<file path="src/rtl/apb_pkg.sv">
// -----------------------------------------------------------------------------
// apb_pkg
// Shared definitions for the two-requester APB master:
//   apb_state_e     - bus-phase FSM states (IDLE / SETUP / ACCESS)
//   NUM_REQ         - number of requesters sharing the master (2)
//   DEFAULT_TIMEOUT - default ACCESS-cycle budget before a transfer is aborted
//   onehot_to_idx   - converts a one-hot grant vector to a requester index
// -----------------------------------------------------------------------------
package apb_pkg;

  typedef enum logic [1:0] {
    IDLE   = 2'd0,
    SETUP  = 2'd1,
    ACCESS = 2'd2
  } apb_state_e;

  localparam int NUM_REQ         = 2;
  localparam int DEFAULT_TIMEOUT = 16;

  // Index of the set bit in a one-hot two-requester grant (0 when bit 0 or none).
  function automatic logic onehot_to_idx(input logic [NUM_REQ-1:0] oh);
    return oh[1] & ~oh[0];
  endfunction

endpackage

</file>
<file path="src/rtl/apb_arb_master_if.sv">
// -----------------------------------------------------------------------------
// apb_arb_master_if
// Bundles the requester-side handshake and the APB bus of apb_arb_master.
//   Requester side : req_valid/req_write/req_addr/req_wdata in, req_ready out,
//                    rsp_valid/rsp_rdata/rsp_err/rsp_timeout out.
//   APB side       : PADDR/PWRITE/PWDATA/PSELx/PENABLE out,
//                    PREADY/PRDATA/PSLVERR in.
//   Status         : busy out.
// Modport master is the arbitrating APB master; modport slave is the
// environment (requesters plus APB slave).
// -----------------------------------------------------------------------------
interface apb_arb_master_if #(
  parameter int DATA_WIDTH = 32,
  parameter int ADDR_WIDTH = 32
);

  logic [apb_pkg::NUM_REQ-1:0]            req_valid;
  logic [apb_pkg::NUM_REQ-1:0]            req_write;
  logic [apb_pkg::NUM_REQ*ADDR_WIDTH-1:0] req_addr;
  logic [apb_pkg::NUM_REQ*DATA_WIDTH-1:0] req_wdata;
  logic [apb_pkg::NUM_REQ-1:0]            req_ready;
  logic [apb_pkg::NUM_REQ-1:0]            rsp_valid;
  logic [DATA_WIDTH-1:0]                  rsp_rdata;
  logic                                   rsp_err;
  logic                                   rsp_timeout;
  logic [ADDR_WIDTH-1:0]                  PADDR;
  logic                                   PWRITE;
  logic [DATA_WIDTH-1:0]                  PWDATA;
  logic                                   PSELx;
  logic                                   PENABLE;
  logic                                   PREADY;
  logic [DATA_WIDTH-1:0]                  PRDATA;
  logic                                   PSLVERR;
  logic                                   busy;

  modport master (
    input  req_valid, req_write, req_addr, req_wdata, PREADY, PRDATA, PSLVERR,
    output req_ready, rsp_valid, rsp_rdata, rsp_err, rsp_timeout,
           PADDR, PWRITE, PWDATA, PSELx, PENABLE, busy
  );

  modport slave (
    output req_valid, req_write, req_addr, req_wdata, PREADY, PRDATA, PSLVERR,
    input  req_ready, rsp_valid, rsp_rdata, rsp_err, rsp_timeout,
           PADDR, PWRITE, PWDATA, PSELx, PENABLE, busy
  );

endinterface

</file>
<file path="src/rtl/apb_rr_arbiter.sv">
// -----------------------------------------------------------------------------
// apb_rr_arbiter
// Combinational round-robin grant for two requesters.
//   req        in  : request vector
//   last_grant in  : index of the requester granted most recently
//   grant      out : one-hot grant (all zero when nothing is requested)
// A lone requester always wins; under contention the one not granted last wins.
// -----------------------------------------------------------------------------
module apb_rr_arbiter
  import apb_pkg::*;
(
  input  logic [NUM_REQ-1:0] req,
  input  logic               last_grant,
  output logic [NUM_REQ-1:0] grant
);

  // Round-robin pick between the two requesters.
  always_comb begin
    grant = 2'b00;
    case (req)
      2'b01:   grant = 2'b01;
      2'b10:   grant = 2'b10;
      2'b11:   grant = last_grant ? 2'b01 : 2'b10;
      default: grant = 2'b00;
    endcase
  end

endmodule

</file>
<file path="src/rtl/apb_arb_master.sv">
// -----------------------------------------------------------------------------
// apb_arb_master
// APB master shared by two requesters through a round-robin arbiter.
//   PCLK   in : bus clock
//   PRESET in : asynchronous active-high reset
//   bus       : apb_arb_master_if.master (requester handshake, APB bus, busy)
// Timeline of a transfer with zero wait states: req_ready pulses at edge T
// (state still IDLE), SETUP phase from T+1, ACCESS phase from T+2, rsp_valid
// pulses at T+3. A slave that keeps PREADY low for TIMEOUT ACCESS cycles gets
// the transfer aborted with rsp_err=1, rsp_timeout=1, rsp_rdata=0.
// -----------------------------------------------------------------------------
module apb_arb_master
  import apb_pkg::*;
#(
  parameter int DATA_WIDTH = 32,
  parameter int ADDR_WIDTH = 32,
  parameter int TIMEOUT    = DEFAULT_TIMEOUT
) (
  input logic              PCLK,
  input logic              PRESET,
  apb_arb_master_if.master bus
);

  localparam int CNT_W = $clog2(TIMEOUT + 1);

  apb_state_e             state_r;
  apb_state_e             state_next_s;
  logic [CNT_W-1:0]       wait_cnt_r;
  logic                   last_grant_r;
  logic                   owner_r;
  logic [NUM_REQ-1:0]     arb_req_s;
  logic [NUM_REQ-1:0]     grant_s;
  logic                   grant_idx_s;
  logic                   done_s;
  logic                   abort_s;
  logic                   wait_inc_s;
  logic [NUM_REQ-1:0]     req_ready_r;
  logic [NUM_REQ-1:0]     rsp_valid_r;
  logic [DATA_WIDTH-1:0]  rsp_rdata_r;
  logic                   rsp_err_r;
  logic                   rsp_timeout_r;
  logic [ADDR_WIDTH-1:0]  paddr_r;
  logic                   pwrite_r;
  logic [DATA_WIDTH-1:0]  pwdata_r;
  logic                   psel_r;
  logic                   penable_r;
  logic                   busy_r;

  // Requests reach the arbiter only in an IDLE cycle that is not already
  // carrying an accept pulse, so one IDLE visit yields at most one grant.
  always_comb begin
    if ((state_r == IDLE) && (req_ready_r == 2'b00)) begin
      arb_req_s = bus.req_valid;
    end else begin
      arb_req_s = 2'b00;
    end
  end

  apb_rr_arbiter u_arb (
    .req        (arb_req_s),
    .last_grant (last_grant_r),
    .grant      (grant_s)
  );

  assign grant_idx_s = onehot_to_idx(grant_s);

  // Next-state decode and ACCESS-phase completion / abort detection.
  always_comb begin
    state_next_s = state_r;
    done_s       = 1'b0;
    abort_s      = 1'b0;
    wait_inc_s   = 1'b0;
    case (state_r)
      IDLE: begin
        // The accept pulse cycle is the last IDLE cycle of a granted transfer.
        if (req_ready_r != 2'b00) begin
          state_next_s = SETUP;
        end else begin
          state_next_s = IDLE;
        end
      end
      SETUP: begin
        state_next_s = ACCESS;
      end
      ACCESS: begin
        if (bus.PREADY) begin
          state_next_s = IDLE;
          done_s       = 1'b1;
        end else if (wait_cnt_r == CNT_W'(TIMEOUT - 1)) begin
          // This cycle is the TIMEOUT-th one without PREADY.
          state_next_s = IDLE;
          abort_s      = 1'b1;
        end else begin
          state_next_s = ACCESS;
          wait_inc_s   = 1'b1;
        end
      end
      default: begin
        state_next_s = IDLE;
      end
    endcase
  end

  // FSM state register and ACCESS wait counter.
  always_ff @(posedge PCLK or posedge PRESET) begin
    if (PRESET) begin
      state_r    <= IDLE;
      wait_cnt_r <= {CNT_W{1'b0}};
    end else begin
      state_r <= state_next_s;
      if ((state_r == IDLE) && (state_next_s == SETUP)) begin
        wait_cnt_r <= {CNT_W{1'b0}};
      end else if (wait_inc_s) begin
        wait_cnt_r <= wait_cnt_r + CNT_W'(1);
      end else begin
        wait_cnt_r <= wait_cnt_r;
      end
    end
  end

  // Accept pulse, ownership and capture of the granted request.
  always_ff @(posedge PCLK or posedge PRESET) begin
    if (PRESET) begin
      req_ready_r  <= 2'b00;
      last_grant_r <= 1'b1;
      owner_r      <= 1'b0;
      paddr_r      <= {ADDR_WIDTH{1'b0}};
      pwrite_r     <= 1'b0;
      pwdata_r     <= {DATA_WIDTH{1'b0}};
    end else begin
      req_ready_r <= grant_s;
      if (grant_s != 2'b00) begin
        last_grant_r <= grant_idx_s;
        owner_r      <= grant_idx_s;
        paddr_r      <= grant_idx_s ? bus.req_addr[2*ADDR_WIDTH-1:ADDR_WIDTH]
                                    : bus.req_addr[ADDR_WIDTH-1:0];
        pwdata_r     <= grant_idx_s ? bus.req_wdata[2*DATA_WIDTH-1:DATA_WIDTH]
                                    : bus.req_wdata[DATA_WIDTH-1:0];
        pwrite_r     <= bus.req_write[grant_idx_s];
      end else begin
        last_grant_r <= last_grant_r;
        owner_r      <= owner_r;
        paddr_r      <= paddr_r;
        pwdata_r     <= pwdata_r;
        pwrite_r     <= pwrite_r;
      end
    end
  end

  // APB phase strobes and busy, registered from the next state so they line
  // up with the state register.
  always_ff @(posedge PCLK or posedge PRESET) begin
    if (PRESET) begin
      psel_r    <= 1'b0;
      penable_r <= 1'b0;
      busy_r    <= 1'b0;
    end else begin
      psel_r    <= (state_next_s == SETUP) || (state_next_s == ACCESS);
      penable_r <= (state_next_s == ACCESS);
      busy_r    <= (state_next_s != IDLE);
    end
  end

  // Completion response to the owning requester; data and status hold
  // between pulses.
  always_ff @(posedge PCLK or posedge PRESET) begin
    if (PRESET) begin
      rsp_valid_r   <= 2'b00;
      rsp_rdata_r   <= {DATA_WIDTH{1'b0}};
      rsp_err_r     <= 1'b0;
      rsp_timeout_r <= 1'b0;
    end else if (done_s) begin
      rsp_valid_r   <= owner_r ? 2'b10 : 2'b01;
      rsp_rdata_r   <= pwrite_r ? {DATA_WIDTH{1'b0}} : bus.PRDATA;
      rsp_err_r     <= bus.PSLVERR;
      rsp_timeout_r <= 1'b0;
    end else if (abort_s) begin
      rsp_valid_r   <= owner_r ? 2'b10 : 2'b01;
      rsp_rdata_r   <= {DATA_WIDTH{1'b0}};
      rsp_err_r     <= 1'b1;
      rsp_timeout_r <= 1'b1;
    end else begin
      rsp_valid_r   <= 2'b00;
      rsp_rdata_r   <= rsp_rdata_r;
      rsp_err_r     <= rsp_err_r;
      rsp_timeout_r <= rsp_timeout_r;
    end
  end

  assign bus.req_ready   = req_ready_r;
  assign bus.rsp_valid   = rsp_valid_r;
  assign bus.rsp_rdata   = rsp_rdata_r;
  assign bus.rsp_err     = rsp_err_r;
  assign bus.rsp_timeout = rsp_timeout_r;
  assign bus.PADDR       = paddr_r;
  assign bus.PWRITE      = pwrite_r;
  assign bus.PWDATA      = pwdata_r;
  assign bus.PSELx       = psel_r;
  assign bus.PENABLE     = penable_r;
  assign bus.busy        = busy_r;

endmodule
</file>
<file path="src/flat_wrapper.sv">
// flat-port wrapper written by rule: the top's interface ports become plain ports
module apb_arb_master_flat import apb_pkg::*;
#(
  parameter int DATA_WIDTH = 32,
  parameter int ADDR_WIDTH = 32,
  parameter int TIMEOUT    = DEFAULT_TIMEOUT
)
  (PCLK, PRESET, bus_req_valid, bus_req_write, bus_req_addr, bus_req_wdata, bus_PREADY, bus_PRDATA, bus_PSLVERR, bus_req_ready, bus_rsp_valid, bus_rsp_rdata, bus_rsp_err, bus_rsp_timeout, bus_PADDR, bus_PWRITE, bus_PWDATA, bus_PSELx, bus_PENABLE, bus_busy);
  apb_arb_master_if #(.DATA_WIDTH(DATA_WIDTH), .ADDR_WIDTH(ADDR_WIDTH)) bus_i ();
  input logic PCLK;
  input logic PRESET;
  input wire logic [$bits(bus_i.req_valid)-1:0] bus_req_valid;
  input wire logic [$bits(bus_i.req_write)-1:0] bus_req_write;
  input wire logic [$bits(bus_i.req_addr)-1:0] bus_req_addr;
  input wire logic [$bits(bus_i.req_wdata)-1:0] bus_req_wdata;
  input wire logic [$bits(bus_i.PREADY)-1:0] bus_PREADY;
  input wire logic [$bits(bus_i.PRDATA)-1:0] bus_PRDATA;
  input wire logic [$bits(bus_i.PSLVERR)-1:0] bus_PSLVERR;
  output wire logic [$bits(bus_i.req_ready)-1:0] bus_req_ready;
  output wire logic [$bits(bus_i.rsp_valid)-1:0] bus_rsp_valid;
  output wire logic [$bits(bus_i.rsp_rdata)-1:0] bus_rsp_rdata;
  output wire logic [$bits(bus_i.rsp_err)-1:0] bus_rsp_err;
  output wire logic [$bits(bus_i.rsp_timeout)-1:0] bus_rsp_timeout;
  output wire logic [$bits(bus_i.PADDR)-1:0] bus_PADDR;
  output wire logic [$bits(bus_i.PWRITE)-1:0] bus_PWRITE;
  output wire logic [$bits(bus_i.PWDATA)-1:0] bus_PWDATA;
  output wire logic [$bits(bus_i.PSELx)-1:0] bus_PSELx;
  output wire logic [$bits(bus_i.PENABLE)-1:0] bus_PENABLE;
  output wire logic [$bits(bus_i.busy)-1:0] bus_busy;
  assign bus_i.req_valid = bus_req_valid;
  assign bus_i.req_write = bus_req_write;
  assign bus_i.req_addr = bus_req_addr;
  assign bus_i.req_wdata = bus_req_wdata;
  assign bus_i.PREADY = bus_PREADY;
  assign bus_i.PRDATA = bus_PRDATA;
  assign bus_i.PSLVERR = bus_PSLVERR;
  assign bus_req_ready = bus_i.req_ready;
  assign bus_rsp_valid = bus_i.rsp_valid;
  assign bus_rsp_rdata = bus_i.rsp_rdata;
  assign bus_rsp_err = bus_i.rsp_err;
  assign bus_rsp_timeout = bus_i.rsp_timeout;
  assign bus_PADDR = bus_i.PADDR;
  assign bus_PWRITE = bus_i.PWRITE;
  assign bus_PWDATA = bus_i.PWDATA;
  assign bus_PSELx = bus_i.PSELx;
  assign bus_PENABLE = bus_i.PENABLE;
  assign bus_busy = bus_i.busy;
  apb_arb_master #(.DATA_WIDTH(DATA_WIDTH), .ADDR_WIDTH(ADDR_WIDTH), .TIMEOUT(TIMEOUT)) u_core (.PCLK(PCLK), .PRESET(PRESET), .bus(bus_i));
endmodule
</file>
<file path="config.mk">
export PLATFORM = sky130hd
export DESIGN_NAME = apb_arb_master_flat
export DESIGN_NICKNAME = d
export VERILOG_FILES = /design/src/rtl/apb_pkg.sv /design/src/rtl/apb_arb_master_if.sv /design/src/rtl/apb_rr_arbiter.sv /design/src/rtl/apb_arb_master.sv /design/src/flat_wrapper.sv
export SDC_FILE = /design/constraint.sdc
export NUM_CORES = 1
export LEC_CHECK = 0
export ABC_AREA = 0
export ABC_CLOCK_PERIOD_IN_PS = 9600
export CAP_MARGIN = 20
export CORE_MARGIN = 5
export CORE_UTILIZATION = 43
export CTS_BUF_LIST = sky130_fd_sc_hd__clkbuf_16
export DETAILED_ROUTE_END_ITERATION = 12
export GPL_TIMING_DRIVEN = 0
export PLACE_DENSITY = 0.95
export REMOVE_ABC_BUFFERS = 1
export SYNTH_ARGS = -nofsm -noshare
export SYNTH_HDL_FRONTEND = slang
export SYNTH_SLANG_ARGS = --single-unit
</file>
<file path="constraint.sdc">
create_clock -name PCLK -period 9.6 [get_ports PCLK]
set_clock_uncertainty 0.15 [all_clocks]
set_input_delay 1.44 -clock PCLK [delete_from_list [all_inputs] [get_ports PCLK]]
set_output_delay 1.44 -clock PCLK [all_outputs]
set_load 0.02 [all_outputs]
</file>
## Word level (Yosys, flattened, before mapping)

Cells that the tools add are included.

| storage, ports and cells | value |
|---|---|
| register bits after elaboration | 115 |
| bits in latches | 0 |
| RAM bits | 0 |
| ROM bits | 0 |
| output and inout bits | 106 |
| memories | 0 |

| operators by class | value |
|---|---|
| add/sub/neg operators | 1 |
| $mul | 0 |
| div/mod/pow operators | 0 |
| $lt $le $gt $ge | 1 |
| eq/ne operators | 8 |
| shift operators | 0 |
| muxes and demuxes | 30 |
| bitwise logic cells | 2 |
| reductions and logical operators | 10 |

Operators by type and width:

| operator | number |
|---|---|
| $mux W32 | 5 |
| $mux W1 | 14 |
| $mux W2 | 7 |
| $pmux W2 S3 | 2 |
| $mux W5 | 2 |
| $reduce_bool A2 Y1 | 5 |
| $eq A2 B2 Y1 const B | 4 |
| $eq A2 B1 Y1 const B | 3 |
| $add A5 B1 Y5 const B | 1 |
| $eq A5 B4 Y1 const B | 1 |
| $logic_not A2 Y1 | 2 |
| $logic_and A1 B1 Y1 | 2 |
| $lt A1 B2 Y1 const B | 1 |
| $and A1 B1 Y1 | 1 |
| $logic_or A1 B1 Y1 | 1 |
| $not A1 Y1 | 1 |

## Longest topological paths before layout

| logic depth | value |
|---|---|
| word-level depth | 9 |
| depth in mapped cells | 9 |
| gate-level depth less buffers | 9 |

## Hierarchy

From an unflattened synthesis, not the netlist that was laid out.

| unflattened totals | value |
|---|---|
| cell total of the unflattened synthesis | 422 |
| area, all modules | 4827.1 um^2 |

By module, submodules not included:

| module | instances | cells an instance | area each (um^2) |
|---|---|---|---|
| apb_arb_master | 1 | 419 | 4808.4 |
| apb_rr_arbiter | 1 | 3 | 18.8 |

## Least setup slack after synthesis

OpenSTA, ideal clock, no wires.

| path | value |
|---|---|
| path kind | input port to flip-flop |
| from | input bus_PREADY |
| to | register u_core.wait_cnt_r[1] |
| library setup time | 0.066 ns |
| data arrival time | 2.670 ns |
| data required time | 9.384 ns |
| path slack | 6.713 ns |
| stages | 6 |
| path through | or4b_4 > o21a_1 > ha_1 > nor3b_1 > nor2_1 > a22o_1 |

| between the ends | value |
|---|---|
| word-level cells in the longest chain between the ends | 5 |
| elaborated cells between the ends (all ways) | 8 |
| classes of those cells | 1 x eq/ne; 5 x mux; 2 x reduce/logical |

RTL lines:

| item | RTL line | RTL |
|---|---|---|
| start, declared | flat_wrapper.sv:16 | `input wire logic [$bits(bus_i.PREADY)-1:0] bus_PREADY;` |
| $mux W2 | apb_arb_master.sv:86 | `if (bus.PREADY) begin` |
| $pmux W2 S3 | apb_arb_master.sv:73 | `case (state_r)` |
| $eq A2 B1 Y1 | apb_arb_master.sv:111 | `if ((state_r == IDLE) && (state_next_s == SETUP)) begin` |
| $logic_and A1 B1 Y1 | apb_arb_master.sv:111 |  |
| $mux W5 / $reduce_bool A2 Y1 (equally long branches) | - |  |
| end signal, assigned | apb_arb_master.sv:112 | `wait_cnt_r <= {CNT_W{1'b0}};` |
| end signal, assigned | apb_arb_master.sv:114 | `wait_cnt_r <= wait_cnt_r + CNT_W'(1);` |
| end signal, assigned | apb_arb_master.sv:116 | `wait_cnt_r <= wait_cnt_r;` |
| end, declared | apb_arb_master.sv:28 | `logic [CNT_W-1:0] wait_cnt_r;` |

Parallel ways exist; a longest one is shown, timed or not.
A chain may end at the register's enable or synchronous reset.

## Final worst setup path

| path | value |
|---|---|
| from | input bus_req_valid[0] |
| to | register u_core.pwdata_r[4], in the netlist u_core.bus.PWDATA[4] |

| between the ends | value |
|---|---|
| word-level cells in the longest chain between the ends | 6 |
| elaborated cells between the ends (all ways) | 9 |
| classes of those cells | 3 x eq/ne; 3 x mux; 2 x bitwise; 1 x reduce/logical |

RTL lines:

| item | RTL line | RTL |
|---|---|---|
| start, declared | flat_wrapper.sv:12 | `input wire logic [$bits(bus_i.req_valid)-1:0] bus_req_valid;` |
| $mux W2 (*) | apb_arb_master.sv:52 | `if ((state_r == IDLE) && (req_ready_r == 2'b00)) begin` |
| $eq A2 B2 Y1 / $eq A2 B1 Y1 (equally long branches) | apb_rr_arbiter.sv:20 | `case (req)` |
| $pmux W2 S3 (*) | apb_rr_arbiter.sv:20 |  |
| $not A1 Y1 | apb_pkg.sv:22 | `return oh[1] & ~oh[0];` |
| $and A1 B1 Y1 | apb_pkg.sv:22 |  |
| $mux W32 | apb_arb_master.sv:137 | `pwdata_r <= grant_idx_s ? bus.req_wdata[2*DATA_WIDTH-1:DATA_WIDTH]` |
| end signal, assigned | apb_arb_master.sv:129 | `pwdata_r <= {DATA_WIDTH{1'b0}};` |
| end signal, assigned | apb_arb_master.sv:137 |  |
| end signal, assigned | apb_arb_master.sv:144 | `pwdata_r <= pwdata_r;` |
| end, declared | apb_arb_master.sv:44 | `logic [DATA_WIDTH-1:0] pwdata_r;` |

Mark *: on every way between the ends. The rest lies on a longest branch, timed or not.

==> impl_summary.md <==
Layout
The repair_antennas step left the layout with diodes totalling 0. The share of cells above drive strength 1 is 0.06658. The share of the core filled with cells is 0.7259. Leaving out fill and tap cells, the most frequent cell in the layout is sky130_fd_sc_hd__clkdlybuf4s50_1.

Leaving out fill and tap cells, the most frequent cells in the layout are sky130_fd_sc_hd__clkdlybuf4s50_1 (273), sky130_fd_sc_hd__dfrtp_1 (114), sky130_fd_sc_hd__a21oi_1 (71). Once layout is done, the placed cells without fillers occupy 0.008683 mm2. The number of nets at the end of the flow is approximately 940. Relative to the synthesized area, the layout overhead comes to 66.79%.

STA
The final worst hold slack is 337.9 ps. Setup slack on the critical path of the routed design comes to 6082 ps. The maximum achievable frequency is between 200 and 300 MHz. The number of hold violations in the final report is 0. The total negative slack for setup checks is 0 ps.

Setup violations remaining at the end of the flow were counted as 0. The remaining max-slew budget at the tightest pin is 0.5314. Setup repair after global routing left no endpoint under its margin. For the pin with the worst max-slew slack, the measured transition is about 700 ps. Of the available clock period, the critical path in the final layout requires 0.3665.

The count of pins over their slew limit is 0. The post-layout minimum cycle time is around 3500 ps.

Routing
The wire length after detailed routing is 18.54 mm. The detailed-route vias per instance is 5.853. After detailed routing, the average wire length per cell comes to 19.98 um.

In this run the remaining antenna-violating nets after routing total 0. The count of vias placed by the detailed router is 5,432. After detailed routing, the number of remaining DRC violations is 0.

The starting DRC count in detailed routing is 423. The count of TritonRoute iterations in the first routing pass is 5.

Clock tree
The clock tree buffer depth is 2. The clock tree root driver cell is sky130_fd_sc_hd__clkbuf_16. The number of instances resized during post-cts repair is 0. Clock tree synthesis inserted a total of 17 buffers. The clock insertion delay at the later pin of the skew report is ~400 ps. The number of hold buffers added after CTS was 0. The clock transition at the registers of the reported paths is 50 ps. The total clock sinks is between 100 and 150. In this run the number of H-tree levels came out at 4. Once the clock tree was built, the setup fixing pass inserted 0 buffers.

The CTS tree is built.

Power and ir drop
The ratio of total power to cell area is 354.2 mW/mm2. The clock network power share is 0.191. Cell internal power was estimated by the tool at 1810 uW. The worst supply voltage drop on vdd is 176.3 uV.

The proportion of power drawn by flip-flops and latches is 0.279. The combinational fraction of design power is 0.530. The net switching power is 1265 uW. The analysis attributes to cell leakage a power of roughly 0.0035 uW. The switching share of total power is 0.4114.

Worst setup path
STA classifies the critical path endpoint as a flop. The buffering stage count on the worst path with inverters included is 2. The slowest stage of the critical path belongs to the cell sky130_fd_sc_hd__and2_2.

The capture point of the worst reg-to-reg path is u_core.bus.PWDATA[4]. Data on the critical path is required at its endpoint by a little under 10,000 ps. The worst register-to-register path has a depth of 5.

The biggest cell delay along the critical path is 650 ps. The startpoint type of the worst setup path is an input pin. The critical path is of the input pin to flop type. Data arrives at the worst endpoint at 3640 ps. The signal on the critical path passes through clkdlybuf4s50_1 -> or2_2 -> and2_2 -> buf_12 -> a31oi_1.

The launch point of the worst reg-to-reg path is u_core.state_r[0]. Along the worst path, the maximum fanout reaches 37. The worst reg-to-reg setup slack is 6970 ps.

The dominant delay contributor by cell family on the critical path is simple AND/OR/NAND/NOR gates.

Die
The floorplan step defined a core boundary enclosing 0.01196 mm2. The floorplan die width is 120.0 um. Measured along the y axis, the die boundary spans approximately 120 um. Row generation in the floorplan step produced 40 rows. The effective utilization at floorplan is 0.4353. The die footprint is 0.01441 mm2. roughly 270 I/O pins were placed.

Synth
The post-synthesis cell type count is 36. The average instance area after synthesis is 10.01 um2. The gate count of the mapped netlist is 520. Synthesis inferred 115 register bits. The share of the Yosys chip area taken by registers is 0.5530. The Yosys step of the flow raised 0 warnings. The netlist area before placement is between 0.005 and 0.006 mm2.

Status
The flow ran to the end, and the final reports show no timing, DRC or antenna violations.

Min path
The worst min-delay path endpoint is u_core.bus.rsp_valid[0]. The startpoint of the lowest-slack hold path is u_core.owner_r. The number of cells on the worst hold path is 1. The path type of the worst min-delay path is flop to flop.

Placed design
The number of port buffers is 273. In this run the cell area measured after placement is 0.008108 mm2. The HPWL after detailed placement is between 10 and 15 mm.

Timing analysis after detailed placement gives a worst setup slack of 5667 ps. At the end of routability-driven placement, the weighted congestion stood at between 0.7 and 0.8.

Global routing
The wire length of the first global-routing pass is 28.78 mm. The number of global-route vias before repair came to 5,593. Entering global routing, the biggest net connects 67 pins. For this run, the total global-route usage over all layers was measured as 0.2514.

The initial antenna violation count is 0. The global-route congestion overflow total is 0.

Job
Across the run, the number of max-cap violations was 0.
==> registers in the layout, summed over array words and instances, names as in the netlist, 2 cells and up <==
register and count:
u_core.bus.rsp_valid 2, u_core.bus.req_ready 2, u_core.bus.PWDATA 32, u_core.wait_cnt_r 5, u_core.bus.PADDR 32, u_core.state_r 2
u_core.bus.rsp_rdata 32
==> worst reg2reg max path: cells and delay by family (launching register included) <==
kind / cells / cell delay [ps]
and+or+nand+nor: 2 / 1180
buffers and inverters: 2 / 560
DFF: 1 / 470
AOI/OAI and AO/OA: 1 / 140
==> per-layer routing <==
metal	global-route usage	wire (um)	part of all wire
met2	0.4348	9562	0.52
met4	0.1074	462	0.025
met3	0.08812	1906	0.10
met1	0.2799	6607	0.36
met5	0	0	0
==> synth_stat cells <==
cell type / n / area [um2]
sky130_fd_sc_hd__nand3_1: 66 / 330.3
sky130_fd_sc_hd__or2_2: 1 / 6.260
sky130_fd_sc_hd__buf_2: 16 / 80.08
sky130_fd_sc_hd__nor2_2: 1 / 6.260
sky130_fd_sc_hd__dfstp_2: 1 / 26.28
sky130_fd_sc_hd__or3_1: 2 / 12.51
sky130_fd_sc_hd__buf_1: 2 / 7.510
sky130_fd_sc_hd__a2bb2oi_1: 1 / 8.760
sky130_fd_sc_hd__a21bo_1: 1 / 10.01
sky130_fd_sc_hd__o21ai_0: 59 / 295.3
sky130_fd_sc_hd__and3_1: 1 / 6.260
sky130_fd_sc_hd__or4_4: 1 / 11.26
sky130_fd_sc_hd__nor3b_1: 1 / 7.510
sky130_fd_sc_hd__inv_1: 10 / 37.54
sky130_fd_sc_hd__buf_4: 3 / 22.52
sky130_fd_sc_hd__nor2_1: 5 / 18.77
sky130_fd_sc_hd__nand2_1: 2 / 7.510
sky130_fd_sc_hd__ha_1: 5 / 62.56
sky130_fd_sc_hd__dfrtp_1: 114 / 2853
sky130_fd_sc_hd__and2_1: 1 / 6.260
sky130_fd_sc_hd__nor2b_1: 1 / 6.260
sky130_fd_sc_hd__o2bb2ai_1: 1 / 8.760
sky130_fd_sc_hd__or4b_4: 1 / 13.76
sky130_fd_sc_hd__xnor2_1: 1 / 8.760
sky130_fd_sc_hd__buf_6: 6 / 67.56
sky130_fd_sc_hd__a21o_1: 1 / 7.510
sky130_fd_sc_hd__o21ai_1: 10 / 50.05
sky130_fd_sc_hd__nor4_4: 1 / 21.27
sky130_fd_sc_hd__nor4b_1: 1 / 8.760
sky130_fd_sc_hd__clkbuf_1: 31 / 116.4
sky130_fd_sc_hd__o21a_1: 1 / 7.510
sky130_fd_sc_hd__a21oi_1: 71 / 355.3
sky130_fd_sc_hd__a21boi_0: 1 / 7.510
sky130_fd_sc_hd__a22o_1: 33 / 289.0
sky130_fd_sc_hd__and3b_1: 1 / 8.760
sky130_fd_sc_hd__a31oi_1: 66 / 412.9
==> power by group through the flow <==
| stage | registers [uW] | clock network, uW | logic (uW) |
|---|---|---|---|
| global route | 882 | 617 | 1740 |
| finish | 857 | 588 | 1630 |
| floorplan | 1090 | 0 | 577 |
| CTS | 854 | 596 | 1630 |
| global placement | 840 | 0 | 1490 |
| detailed placement | 858 | 0 | 1620 |
==> worst max path at each step <==
stage                     start              endpoint  cells after the start
4_1_cts        bus_req_valid[0]  u_core.bus.PADDR[17]                      5
6_report       bus_req_valid[0]  u_core.bus.PWDATA[4]                      5
3_5_place_dp   bus_req_valid[0]   u_core.bus.PADDR[5]                      5
3_3_place_gp   bus_req_valid[1]  u_core.bus.PADDR[25]                      4
5_1_grt        bus_req_valid[0]  u_core.bus.PADDR[17]                      5
2_1_floorplan  bus_req_valid[1]   u_core.bus.PADDR[0]                      3
==> cell type report <==
class                           count  area, um2
Timing Repair Buffer              288       3020
Clock inverter                     14      122.6
Fill cell                         797       3278
Inverter                           10      40.04
Sequential cell                   115       2879
Clock buffer                       17      425.4
Tap cell                          147      183.9
Multi-Input combinational cell    337       2012
==> logic make-up (layout without fill, tap and decap cells) <==
family                     count (synthesis)  in the layout  share of synthesized area
adders and majority gates                  5              5                    0.01202
xor gates and xnor gates                   1              1                   0.001683
DFF                                      115            115                     0.5530
and+or+nand+nor                           86             86                    0.09061
AOI/OAI and AO/OA                        245            245                     0.2790
buffers and inverters                     68            329                    0.06369
==> per-stage QoR <==
stage                     power [uW]  std cells
after global placement          2329        882
after global routing            3239        928
final                           3075        928
after floorplan                 1668        462
after detailed placement        2474        896
after CTS                       3082        927
Note: power is estimated with default switching activity, not from simulation.
